**config.mk**
```make
export PLATFORM = sky130hd
export DESIGN_NAME = ac97_pcm_link_flat
export DESIGN_NICKNAME = d
export VERILOG_FILES = /design/src/rtl/ac97_pkg.sv /design/src/rtl/ac97_pcm_link_if.sv /design/src/rtl/ac97_frame_fifo.sv /design/src/rtl/ac97_pcm_link.sv /design/src/flat_wrapper.sv
export SDC_FILE = /design/constraint.sdc
export NUM_CORES = 1
export LEC_CHECK = 0
export BUFFER_PORTS_ARGS = -buffer_cell sky130_fd_sc_hd__buf_2
export CORE_UTILIZATION = 30
export CTS_CLUSTER_SIZE = 20
export DETAILED_ROUTE_END_ITERATION = 7
export SETUP_SLACK_MARGIN = 0.5
export SLEW_MARGIN = 20
export SYNTH_ARGS = -nofsm -noshare
export SYNTH_HDL_FRONTEND = slang
export SYNTH_SLANG_ARGS = --single-unit
export TNS_END_PERCENT = 1
```
**constraint.sdc**
```tcl
create_clock -name ac97_bitclk -period 5.68 [get_ports ac97_bitclk]
set_clock_uncertainty 0.05 [all_clocks]
set_input_delay 1.136 -clock ac97_bitclk [delete_from_list [all_inputs] [get_ports ac97_bitclk]]
set_output_delay 1.136 -clock ac97_bitclk [all_outputs]
set_load 0.05 [all_outputs]
```
**src/rtl/ac97_pkg.sv**
```systemverilog
// AC'97 link constants: frame geometry, tag positions, slot map
// and command field widths shared by the PCM link RTL.
package ac97_pkg;

  localparam int FRAME_BITS   = 256;
  localparam int TAG_BITS     = 16;
  localparam int SLOT_W       = 20;
  localparam int CMD_ADDR_W   = 7;
  localparam int CMD_DATA_W   = 16;
  localparam int CMD_ADDR_PAD = 12;
  localparam int CMD_DATA_PAD = 4;
  localparam int MAX_CH       = 6;

  // channel -> slot; 2ch uses the first two, 4ch the first four
  localparam int SLOT_MAP [MAX_CH] = '{3, 4, 7, 8, 6, 9};

  localparam logic [7:0] LOAD_BIT   = 8'd255;
  localparam logic [7:0] SYNC_END   = 8'd15;
  localparam logic [7:0] STATUS_END = 8'd55;

  typedef struct packed {
    logic                  rd;
    logic [CMD_ADDR_W-1:0] addr;
    logic [CMD_DATA_W-1:0] data;
  } cmd_t;

  // frame bit k lives at vector index FRAME_BITS-1-k
  function automatic logic [7:0] tag_idx(input int slot);
    return 8'(FRAME_BITS - 1 - slot);
  endfunction

  function automatic logic [7:0] slot_msb(input int slot);
    return 8'(FRAME_BITS - 1 - TAG_BITS - SLOT_W * (slot - 1));
  endfunction

endpackage

```
**src/rtl/ac97_pcm_link_if.sv**
```systemverilog
// Host-side handshake bundle of the AC'97 PCM link:
// PCM frame stream, codec register commands and status responses.
interface ac97_pcm_link_if #(
  parameter int SAMPLE_W = 16,
  parameter int NUM_CH   = 2
);

  logic                       pcm_valid;
  logic                       pcm_ready;
  logic [NUM_CH*SAMPLE_W-1:0] pcm_data;

  logic        cmd_valid;
  logic        cmd_ready;
  logic        cmd_rd;
  logic [6:0]  cmd_addr;
  logic [15:0] cmd_data;

  logic        rsp_valid;
  logic [6:0]  rsp_addr;
  logic [15:0] rsp_data;

  modport master (
    output pcm_valid, pcm_data,
    output cmd_valid, cmd_rd, cmd_addr, cmd_data,
    input  pcm_ready, cmd_ready,
    input  rsp_valid, rsp_addr, rsp_data
  );

  modport slave (
    input  pcm_valid, pcm_data,
    input  cmd_valid, cmd_rd, cmd_addr, cmd_data,
    output pcm_ready, cmd_ready,
    output rsp_valid, rsp_addr, rsp_data
  );

endinterface

```
**src/rtl/ac97_frame_fifo.sv**
```systemverilog
// Synchronous FIFO holding one multi-channel PCM frame per entry.
// DEPTH must be a power of two so the pointers wrap naturally.
module ac97_frame_fifo #(
  parameter int WIDTH = 32,
  parameter int DEPTH = 8
) (
  input  logic             clk,
  input  logic             rst,
  input  logic             push,
  input  logic             pop,
  input  logic [WIDTH-1:0] din,
  output logic [WIDTH-1:0] dout,
  output logic             full,
  output logic             empty
);

  localparam int AW = $clog2(DEPTH);

  logic [WIDTH-1:0] mem_q [DEPTH];
  logic [AW-1:0]    wr_q, wr_d;
  logic [AW-1:0]    rd_q, rd_d;
  logic [AW:0]      cnt_q, cnt_d;
  logic             do_push, do_pop;

  assign full    = cnt_q == (AW+1)'(DEPTH);
  assign empty   = cnt_q == '0;
  assign do_pop  = pop && !empty;
  // at full, a same-cycle pop frees the entry this push takes
  assign do_push = push && (!full || do_pop);
  assign dout    = mem_q[rd_q];

  always_comb begin
    wr_d  = wr_q + AW'(do_push);
    rd_d  = rd_q + AW'(do_pop);
    cnt_d = cnt_q;
    case ({do_push, do_pop})
      2'b10:   cnt_d = cnt_q + 1'b1;
      2'b01:   cnt_d = cnt_q - 1'b1;
      default: cnt_d = cnt_q;
    endcase
  end

  always_ff @(posedge clk) begin
    if (rst) begin
      wr_q  <= '0;
      rd_q  <= '0;
      cnt_q <= '0;
    end else begin
      wr_q  <= wr_d;
      rd_q  <= rd_d;
      cnt_q <= cnt_d;
    end
  end

  always_ff @(posedge clk) begin
    if (do_push) mem_q[wr_q] <= din;
  end

endmodule

```
**src/rtl/ac97_pcm_link.sv**
```systemverilog
// AC'97 controller link: PCM/command frame serializer and codec input capture.
// Define AC97_STATUS_CAPTURE_EN to build the slot 1/2 status response path.
module ac97_pcm_link
  import ac97_pkg::*;
#(
  parameter int SAMPLE_W   = 16,
  parameter int NUM_CH     = 2,
  parameter int FIFO_DEPTH = 8
) (
  input  logic            ac97_bitclk,
  input  logic            rst,
  input  logic            ac97_sdata_in,
  output logic            ac97_sdata_out,
  output logic            ac97_sync,
  output logic            ac97_reset_b,
  ac97_pcm_link_if.slave  bus,
  output logic            codec_ready,
  output logic [15:0]     underrun_cnt,
  output logic            frame_strobe
);

  localparam int PCM_W = NUM_CH * SAMPLE_W;

  logic [7:0]            bit_cnt_q, bit_cnt_d;
  logic [FRAME_BITS-1:0] shreg_q, shreg_d;
  logic [FRAME_BITS-1:0] new_frame;
  logic                  sdata_out_q, sdata_out_d;
  logic                  sync_q, sync_d;
  logic                  reset_b_q, reset_b_d;
  logic                  strobe_q, strobe_d;
  logic                  codec_ready_q, codec_ready_d;
  logic [15:0]           underrun_q, underrun_d;
  logic                  held_q, held_d;
  cmd_t                  cmd_q, cmd_d;

  logic             load;
  logic             cmd_acc;
  logic             fifo_full, fifo_empty;
  logic [PCM_W-1:0] fifo_dout;

  assign load    = bit_cnt_q == LOAD_BIT;
  assign cmd_acc = bus.cmd_valid && !held_q;

  ac97_frame_fifo #(
    .WIDTH (PCM_W),
    .DEPTH (FIFO_DEPTH)
  ) u_fifo (
    .clk   (ac97_bitclk),
    .rst   (rst),
    .push  (bus.pcm_valid),
    .pop   (load),
    .din   (bus.pcm_data),
    .dout  (fifo_dout),
    .full  (fifo_full),
    .empty (fifo_empty)
  );

  function automatic logic [SLOT_W-1:0] justify(
    input logic [SAMPLE_W-1:0] s
  );
    return SLOT_W'(s) << (SLOT_W - SAMPLE_W);
  endfunction

  always_comb begin
    new_frame = '0;
    new_frame[FRAME_BITS-1] = 1'b1;
    if (held_q) begin
      new_frame[tag_idx(1)] = 1'b1;
      new_frame[tag_idx(2)] = 1'b1;
      new_frame[slot_msb(1) -: SLOT_W] =
        {cmd_q.rd, cmd_q.addr, {CMD_ADDR_PAD{1'b0}}};
      new_frame[slot_msb(2) -: SLOT_W] = cmd_q.rd ? '0 :
        {cmd_q.data, {CMD_DATA_PAD{1'b0}}};
    end
    if (!fifo_empty) begin
      for (int ch = 0; ch < NUM_CH; ch++) begin
        new_frame[tag_idx(SLOT_MAP[ch])] = 1'b1;
        new_frame[slot_msb(SLOT_MAP[ch]) -: SLOT_W] =
          justify(fifo_dout[ch*SAMPLE_W +: SAMPLE_W]);
      end
    end
  end

  always_comb begin
    bit_cnt_d     = bit_cnt_q + 8'd1;
    shreg_d       = load ? new_frame
                         : {shreg_q[FRAME_BITS-2:0], 1'b0};
    sdata_out_d   = shreg_q[FRAME_BITS-1];
    sync_d        = load || (bit_cnt_q <= SYNC_END);
    strobe_d      = bit_cnt_d == 8'd0;
    reset_b_d     = 1'b1;
    codec_ready_d = (bit_cnt_q == 8'd0) ? ac97_sdata_in
                                        : codec_ready_q;
    underrun_d    = underrun_q;
    if (load && fifo_empty && underrun_q != 16'hFFFF)
      underrun_d = underrun_q + 16'd1;
    held_d = held_q;
    cmd_d  = cmd_q;
    // a command arriving on the load cycle rides the next frame
    if (load && held_q) begin
      held_d = 1'b0;
    end else if (cmd_acc) begin
      held_d = 1'b1;
      cmd_d  = '{rd: bus.cmd_rd, addr: bus.cmd_addr,
                 data: bus.cmd_data};
    end
  end

  always_ff @(posedge ac97_bitclk) begin
    if (rst) begin
      bit_cnt_q     <= '0;
      shreg_q       <= '0;
      sdata_out_q   <= 1'b0;
      sync_q        <= 1'b0;
      reset_b_q     <= 1'b0;
      strobe_q      <= 1'b0;
      codec_ready_q <= 1'b0;
      underrun_q    <= '0;
      held_q        <= 1'b0;
      cmd_q         <= '0;
    end else begin
      bit_cnt_q     <= bit_cnt_d;
      shreg_q       <= shreg_d;
      sdata_out_q   <= sdata_out_d;
      sync_q        <= sync_d;
      reset_b_q     <= reset_b_d;
      strobe_q      <= strobe_d;
      codec_ready_q <= codec_ready_d;
      underrun_q    <= underrun_d;
      held_q        <= held_d;
      cmd_q         <= cmd_d;
    end
  end

  assign ac97_sdata_out = sdata_out_q;
  assign ac97_sync      = sync_q;
  assign ac97_reset_b   = reset_b_q;
  assign frame_strobe   = strobe_q;
  assign codec_ready    = codec_ready_q;
  assign underrun_cnt   = underrun_q;
  assign bus.pcm_ready  = !fifo_full;
  assign bus.cmd_ready  = !held_q;

`ifdef AC97_STATUS_CAPTURE_EN
  logic [54:0] in_sh_q;
  logic [55:0] in_sh_d;
  logic        rsp_valid_q, rsp_valid_d;
  logic [6:0]  rsp_addr_q, rsp_addr_d;
  logic [15:0] rsp_data_q, rsp_data_d;
  logic        hit;
  logic        unused_status;

  // in_sh_d index 55-k holds input frame bit k at bit 55
  always_comb begin
    in_sh_d     = {in_sh_q, ac97_sdata_in};
    hit         = (bit_cnt_q == STATUS_END)
                  && in_sh_d[54] && in_sh_d[53];
    rsp_valid_d = hit;
    rsp_addr_d  = hit ? in_sh_d[38:32] : rsp_addr_q;
    rsp_data_d  = hit ? in_sh_d[19:4]  : rsp_data_q;
  end

  assign unused_status = ^{in_sh_d[55], in_sh_d[52:39],
                           in_sh_d[31:20], in_sh_d[3:0]};

  always_ff @(posedge ac97_bitclk) begin
    if (rst) begin
      in_sh_q     <= '0;
      rsp_valid_q <= 1'b0;
      rsp_addr_q  <= '0;
      rsp_data_q  <= '0;
    end else begin
      in_sh_q     <= in_sh_d[54:0];
      rsp_valid_q <= rsp_valid_d;
      rsp_addr_q  <= rsp_addr_d;
      rsp_data_q  <= rsp_data_d;
    end
  end

  assign bus.rsp_valid = rsp_valid_q;
  assign bus.rsp_addr  = rsp_addr_q;
  assign bus.rsp_data  = rsp_data_q;
`else
  assign bus.rsp_valid = 1'b0;
  assign bus.rsp_addr  = '0;
  assign bus.rsp_data  = '0;
`endif

endmodule

```
**src/flat_wrapper.sv**
```systemverilog
// flat-port wrapper written by rule: the top's interface ports become plain ports
module ac97_pcm_link_flat import ac97_pkg::*;
#(
  parameter int SAMPLE_W   = 16,
  parameter int NUM_CH     = 2,
  parameter int FIFO_DEPTH = 8
)
  (ac97_bitclk, rst, ac97_sdata_in, ac97_sdata_out, ac97_sync, ac97_reset_b, codec_ready, underrun_cnt, frame_strobe, bus_pcm_valid, bus_pcm_data, bus_cmd_valid, bus_cmd_rd, bus_cmd_addr, bus_cmd_data, bus_pcm_ready, bus_cmd_ready, bus_rsp_valid, bus_rsp_addr, bus_rsp_data);
  ac97_pcm_link_if #(.SAMPLE_W(SAMPLE_W), .NUM_CH(NUM_CH)) bus_i ();
  input  logic ac97_bitclk;
  input  logic rst;
  input  logic ac97_sdata_in;
  output logic ac97_sdata_out;
  output logic ac97_sync;
  output logic ac97_reset_b;
  output logic codec_ready;
  output logic [15:0] underrun_cnt;
  output logic frame_strobe;
  input wire logic [$bits(bus_i.pcm_valid)-1:0] bus_pcm_valid;
  input wire logic [$bits(bus_i.pcm_data)-1:0] bus_pcm_data;
  input wire logic [$bits(bus_i.cmd_valid)-1:0] bus_cmd_valid;
  input wire logic [$bits(bus_i.cmd_rd)-1:0] bus_cmd_rd;
  input wire logic [$bits(bus_i.cmd_addr)-1:0] bus_cmd_addr;
  input wire logic [$bits(bus_i.cmd_data)-1:0] bus_cmd_data;
  output wire logic [$bits(bus_i.pcm_ready)-1:0] bus_pcm_ready;
  output wire logic [$bits(bus_i.cmd_ready)-1:0] bus_cmd_ready;
  output wire logic [$bits(bus_i.rsp_valid)-1:0] bus_rsp_valid;
  output wire logic [$bits(bus_i.rsp_addr)-1:0] bus_rsp_addr;
  output wire logic [$bits(bus_i.rsp_data)-1:0] bus_rsp_data;
  assign bus_i.pcm_valid = bus_pcm_valid;
  assign bus_i.pcm_data = bus_pcm_data;
  assign bus_i.cmd_valid = bus_cmd_valid;
  assign bus_i.cmd_rd = bus_cmd_rd;
  assign bus_i.cmd_addr = bus_cmd_addr;
  assign bus_i.cmd_data = bus_cmd_data;
  assign bus_pcm_ready = bus_i.pcm_ready;
  assign bus_cmd_ready = bus_i.cmd_ready;
  assign bus_rsp_valid = bus_i.rsp_valid;
  assign bus_rsp_addr = bus_i.rsp_addr;
  assign bus_rsp_data = bus_i.rsp_data;
  ac97_pcm_link #(.SAMPLE_W(SAMPLE_W), .NUM_CH(NUM_CH), .FIFO_DEPTH(FIFO_DEPTH)) u_core (.ac97_bitclk(ac97_bitclk), .rst(rst), .ac97_sdata_in(ac97_sdata_in), .ac97_sdata_out(ac97_sdata_out), .ac97_sync(ac97_sync), .ac97_reset_b(ac97_reset_b), .bus(bus_i), .codec_ready(codec_ready), .underrun_cnt(underrun_cnt), .frame_strobe(frame_strobe));
endmodule
```
# Word-level counts from Yosys, hierarchy flattened
# Memories as Yosys holds them, arrays and structs flattened. A register that Yosys moved wholly into a read port is not among the register bits.
# Cells that the tools add are included.
word_totals:
  ramBits: 256
  register_bits: 320
  mem_count: 1
  word_cells: 59
  output_inout_bits: 47
mem_list:
  columns: ["name", "words", "word_bits", "rd", "rd_ports_with_merged_regs", "wr", "line_no", "rtl"]
  rows:
  - ["u_core.u_fifo.mem_q", 8, 32, 1, 1, 1, "ac97_frame_fifo.sv:19", "logic [WIDTH-1:0] mem_q [DEPTH];"]
classes:
  addsub: 6
  mux: 11
  order_cmp: 1
  n_eq_ne: 5
  bitwise: 1
  reduce_logical: 18
op_table:
  columns: ["op", "n"]
  rows:
  - ["256-bit 2-to-1 mux", 1]
  - ["40-bit 2-to-1 mux", 2]
  - ["20-bit 2-to-1 mux", 1]
  - ["16-bit by 1-bit adder with 16-bit output, second input constant", 1]
  - ["8-bit zero test", 2]
  - ["16-bit != test, second input constant", 1]
  - ["8-bit by 1-bit adder with 8-bit output, second input constant", 1]
  - ["8-bit == test, second input constant", 1]
  - ["8-bit by 4-bit less-or-equal comparator with 1-bit output, second input constant", 1]
  - ["4-bit case mux with 2 select lines", 1]
  - ["3-bit by 1-bit adder with 3-bit output", 2]
  - ["1-bit logical AND", 6]
  - ["4-bit by 1-bit adder with 4-bit output, second input constant", 1]
  - ["4-bit == test, second input constant", 1]
  - ["4-bit zero test", 1]
  - ["2-bit 2-to-1 mux", 2]
  - ["2-bit OR reduction", 2]
  - ["4-bit by 1-bit subtractor with 4-bit output, second input constant", 1]
  - ["1-bit zero test", 3]
  - ["1-bit 2-to-1 mux", 3]
  - ["3-bit 2-to-1 mux", 1]
  - ["2-bit by 1-bit == test with 1-bit output, second input constant", 1]
  - ["2-bit == test, second input constant", 1]
  - ["1-bit logical OR", 2]
  - ["other kinds (3)", 3]

# Depth between registers and ports, before layout
depth:
  ltp_word: 7
  depth_mapped: 11

# By module
# Synthesis repeated with hierarchy kept, for this count alone.
unflattened:
  cells_unflattened: 949
  hier_area_um2: 15596.2
modules_own_cells:
  columns: ["mod", "cells_each", "n_inst", "area_each_um2"]
  rows:
  - ["ac97_frame_fifo", 448, 1, 10501.3]
  - ["ac97_pcm_link", 501, 1, 5094.9]

# Worst setup path before layout
# Ideal clock, no wire load.
synth_timing:
  path_type: "in2reg"
  from: "input bus_pcm_valid"
  to: "memory u_core.u_fifo.mem_q[0][0] (enable)"
  setup_time_ns: 0.461
  path_buffers: 1
  arrival_time_ns: 3.841
  required_ns: 5.169
  path_stages: 4
  slack_ns: 1.328
  path_cell_list: "clkbuf_1 > o21a_1 > nand2b_1 > nor3_1"
synth_between:
  elab_chain_len: 3
synth_lines:
  columns: ["element", "line_no", "rtl"]
  rows:
  - ["start, declared", "flat_wrapper.sv:19", "input wire logic [$bits(bus_i.pcm_valid)-1:0] bus_pcm_valid;"]
  - ["1-bit logical AND", "ac97_frame_fifo.sv:29", "assign do_push = push && (!full || do_pop);"]
  - ["1-bit 2-to-1 mux", "ac97_frame_fifo.sv:56", "if (do_push) mem_q[wr_q] <= din;"]
  - ["1-bit 2-to-1 mux (not written as such)", "ac97_frame_fifo.sv:56", null]
  - ["end, declared", "ac97_frame_fifo.sv:19", null]
# Every way passes these cells.

# Final worst setup path
layout_timing:
  from: "register u_core.bit_cnt_q[0]"
  to: "register u_core.u_fifo.cnt_q[3]"
layout_between:
  elab_chain_len: 6
  elab_cells_between_ends: 8
layout_lines:
  columns: ["element", "line_no", "rtl"]
  rows:
  - ["start, declared", "ac97_pcm_link.sv:24", "logic [7:0] bit_cnt_q, bit_cnt_d;"]
  - ["start signal, assigned", "ac97_pcm_link.sv:122", "bit_cnt_q <= bit_cnt_d;"]
  - ["8-bit == test *", "ac97_pcm_link.sv:41", "assign load = bit_cnt_q == LOAD_BIT;"]
  - ["1-bit logical AND *", "ac97_frame_fifo.sv:27", "assign do_pop = pop && !empty;"]
  - ["1-bit logical OR", "ac97_frame_fifo.sv:29", null]
  - ["1-bit logical AND", "ac97_frame_fifo.sv:29", null]
  - ["2-bit by 1-bit == test with 1-bit output or 2-bit == test (tied branches)", "ac97_frame_fifo.sv:36", "case ({do_push, do_pop})"]
  - ["4-bit case mux with 2 select lines or 2-bit nonzero test (tied branches)", null, null]
  - ["end signal, assigned", "ac97_frame_fifo.sv:51", "cnt_q <= cnt_d;"]
  - ["end, declared", "ac97_frame_fifo.sv:22", "logic [AW:0] cnt_q, cnt_d;"]
# Mark *: on every way between the ends. The rest lies on a longest branch, timed or not.
# A chain may end at the register's enable or synchronous reset.

==> out/metrics.csv <==
stage,metric,value,unit
floorplan,Die W,228,um
drt,via density per instance,4.53,
placed_design,HPWL after DPL,17500,um
synthesis,largest cells by area after synthesis,"edfxtp_1 (50%), dfxtp_1 (20%), mux4_2 (9.4%)",
global_routing,largest net degree at the start of global routing,80,
power_and_ir_drop,Psw,1.32,mW
synthesis,post-synth top area share,0.503,
finish,layout cell share with drive strength beyond 1,0.228,
power_and_ir_drop,Seq pwr share,0.515,
power_and_ir_drop,Sw Ratio,0.208,
global_routing,gr ovfl total,0,
synthesis,Cells after Synth,995,
synthesis,Mean Syn Cell Area,15.4,sq um
drt,drt wl/cell,16.3,um
finish,register area,10800,sq um
floorplan,num rows,82,
power_and_ir_drop,PwrDens,353,nW/um^2
critical_path,critical path startpoint,u_core.bit_cnt_q[0],
placed_design,RD Place Congestion,0.718,
drt,Routed Wire Length,29000,um
cts,Clock Tree Buf Depth,3,
cts,total CTS buffers,42,
critical_path,Worst Path Required,6090,ps
critical_path,reg2reg start,u_core.bit_cnt_q[0],
global_routing,first-pass GRT wire length,46600,um
floorplan,Die H,228,um
drt,Pre-antenna DRT Iters,4,
global_routing,number of global-route vias before repair,8306,
synthesis,most frequent cells after synthesis,"edfxtp_1 (256), dfxtp_1 (156), nand2_1 (111), mux4_2 (64), nor2_1 (43)",
synthesis,Synth area leader,edfxtp_1,
power_and_ir_drop,Gate power share,0.036,
finish,Synth-to-Final Area Change,17.3,%
sta,final setup fails,0,
sta,Final Max Slew Viols,0,
sta,Final min period,3410,ps
cts,CTS H-tree depth,2,
floorplan,core area,50200,sq um
drt,Final ANT Viol Nets,0,
drt,via count,8092,
critical_path,critical path class,reg -> reg,
drt,DRT iter0 DRCs,429,
synthesis,Ys Warns,0,
placed_design,PortBufs,83,
sta,period utilisation layout,0.600,
sta,Hold Fails Final Rpt,0,
global_routing,GRT Util Overall,0.113,
finish,area of the multi-input gates,4140,sq um
cts,root buf cell,clkbuf_16,
critical_path,critical path startpoint category,register,
synthesis,sequential fraction of the synthesis area,0.707,
finish,final cell count without fillers,1785,
critical_path,slack of the worst reg-to-reg path,2270,ps
critical_path,CP endpoint,u_core.u_fifo.cnt_q[3],
global_routing,antenna violations before repair,6,
cts,clock-pin transition on the worst setup and hold timing paths,60,ps
synthesis,"EDFF count, synth",256,
cts,setup bufs post-CTS,0,
critical_path,arrival time worst endpoint,3820,ps
cts,Post-CTS Resized,0,
cts,CTS tree,done,
synthesis,asr flop ratio synth,0,
power_and_ir_drop,internal power,5.02,mW
cts,Num Clock Sinks,412,
cts,Hold Buf Count CTS,0,
finish,nets,1149,
drt,DRC,0,
power_and_ir_drop,maximum vdd drop,0.262,mV
placed_design,placed cell count,1706,
sta,max_slew headroom,0.352,
critical_path,Crit. End Element,register,
cts,clock latency at the later pin of the worst-skew pair,540,ps
synthesis,"flops & latches, synth",412,
outcome,outcome,completed,
run,MaxCap Viol Count,0,
synthesis,Synth cell types,51,
floorplan,die area,51900,sq um
hold_path,Worst Hold Class,reg -> reg,
synthesis,Post-Syn Area,15300,sq um
sta,RSZ-0062 raised after global routing,false,
floorplan,IO Pins,108,
sta,setup tns final,0,ps
power_and_ir_drop,Pleak,6.10,nW
synthesis,Most used DFF post-synth,edfxtp_1,
critical_path,Worst Reg-to-Reg Cells,11,
critical_path,crit path max fanout,50,
sta,fmax,0.294,GHz
power_and_ir_drop,clock power share,0.448,
sta,worst slew pin tran,972,ps
synthesis,cell with the most instances after synthesis,edfxtp_1,
finish,fillers,4759,
critical_path,RR Endpoint,u_core.u_fifo.cnt_q[3],
floorplan,initial core utilization,0.305,
## metrics by stage
step	hold slack, ps	worst slack, ps	instance area, sq um	power, mW	utilization
final	374	2270	17900	6.34	0.358
after global routing	381	1980	17900	6.56	0.358
after CTS	377	2240	17900	6.42	0.357
after detailed placement	362	2270	16500	3.56	0.329
after global placement	357	2360	16300	3.55	0.325
after floorplan	350	1330	15400	3.48	-
## how the worst min path moves through the flow
| stage | start | to | slack, ps | cells after the start |
|---|---|---|---|---|
| after floorplan | u_core.shreg_q[250] | u_core.shreg_q[251] | 350 | 2 |
| after global placement | u_core.shreg_q[195] | u_core.shreg_q[196] | 360 | 2 |
| after detailed placement | u_core.shreg_q[250] | u_core.shreg_q[251] | 360 | 2 |
| after CTS | u_core.shreg_q[250] | u_core.shreg_q[251] | 380 | 2 |
| after global routing | u_core.shreg_q[250] | u_core.shreg_q[251] | 380 | 2 |
| final | u_core.shreg_q[250] | u_core.shreg_q[251] | 370 | 2 |
## layout by cell type, fill, tap and decap left out, drive strengths merged, types with 3 or more instances in the layout
cell type,synthesis,layout
edfxtp,256,256
dfxtp,156,156
nand2,112,112
buf,47,100
mux4,64,64
clkbuf,37,59
nor2,43,43
a21oi,41,41
and3,39,39
mux2i,33,33
o21ai,31,31
conb,1,24
nand3,22,22
xnor2,18,18
a22o,16,16
inv,10,12
clkinv,0,12
ha,9,9
nor2b,9,9
a211oi,7,7
bufinv,0,5
nor3,5,5
nor4,5,5
nand2b,4,4
nand4,3,3
or3,3,3
xor2,3,3
## layer usage
layer  part of all wire  track usage  up-vias
met2               0.48        0.189      148
met1               0.45        0.147     4064
met5             0.0013            0        -
met3              0.046       0.0279       44
li1                   -            -     3830
met4              0.016       0.0289        6
## cell families after synthesis
family	count (synthesis)	synth area share
compound gates	107	0.0435
xor+xnor	21	0.0120
fa+ha+maj	10	0.00867
buf+inv	94	0.0322
flops	412	0.707
mux	99	0.118
other cells	1	0.000245
simple gates	251	0.0788
## layout make-up
type | count | area share
sequential | 412 | 0.603
multi-input combinational | 512 | 0.231
inverter | 10 | 0.00209
clock buffer | 59 | 0.0667
antenna | 1 | 0.000139
tap | 672 | 0.0469
clock inverter | 19 | 0.0139
timing repair buffer | 100 | 0.0364
## power by group through the flow
stage | Combinational [mW] | Clock, mW | Sequential, mW
detailed placement | 0.236 | 0 | 3.33
global route | 0.254 | 3.04 | 3.27
floorplan | 0.154 | 0 | 3.33
finish | 0.230 | 2.84 | 3.26
global placement | 0.226 | 0 | 3.33
CTS | 0.236 | 2.92 | 3.26
## worst max-delay path: stages (launching register included)
cell and delay [ps]:
dfxtp_1 380, ha_1 270, and4_4 290, nand2_2 430, or3_1 560, inv_1 110
ha_1 260, a21oi_1 160, nand2_1 110, or4_1 400, a21o_1 190, a31oi_1 110
## registers in the layout (all words and copies together) (netlist names)
signal	count
u_core.u_fifo.mem_q	256
u_core.u_fifo.cnt_q	4
u_core.bit_cnt_q	8
u_core.shreg_q	92
u_core.held_q	1
u_core.ac97_reset_b	1
u_core.u_fifo.rd_q	3
u_core.ac97_sync	1
u_core.cmd_q	24
u_core.frame_strobe	1
u_core.underrun_cnt	16
u_core.u_fifo.wr_q	3
u_core.codec_ready	1
u_core.ac97_sdata_out	1
Note: power is estimated with default switching activity, not from simulation.
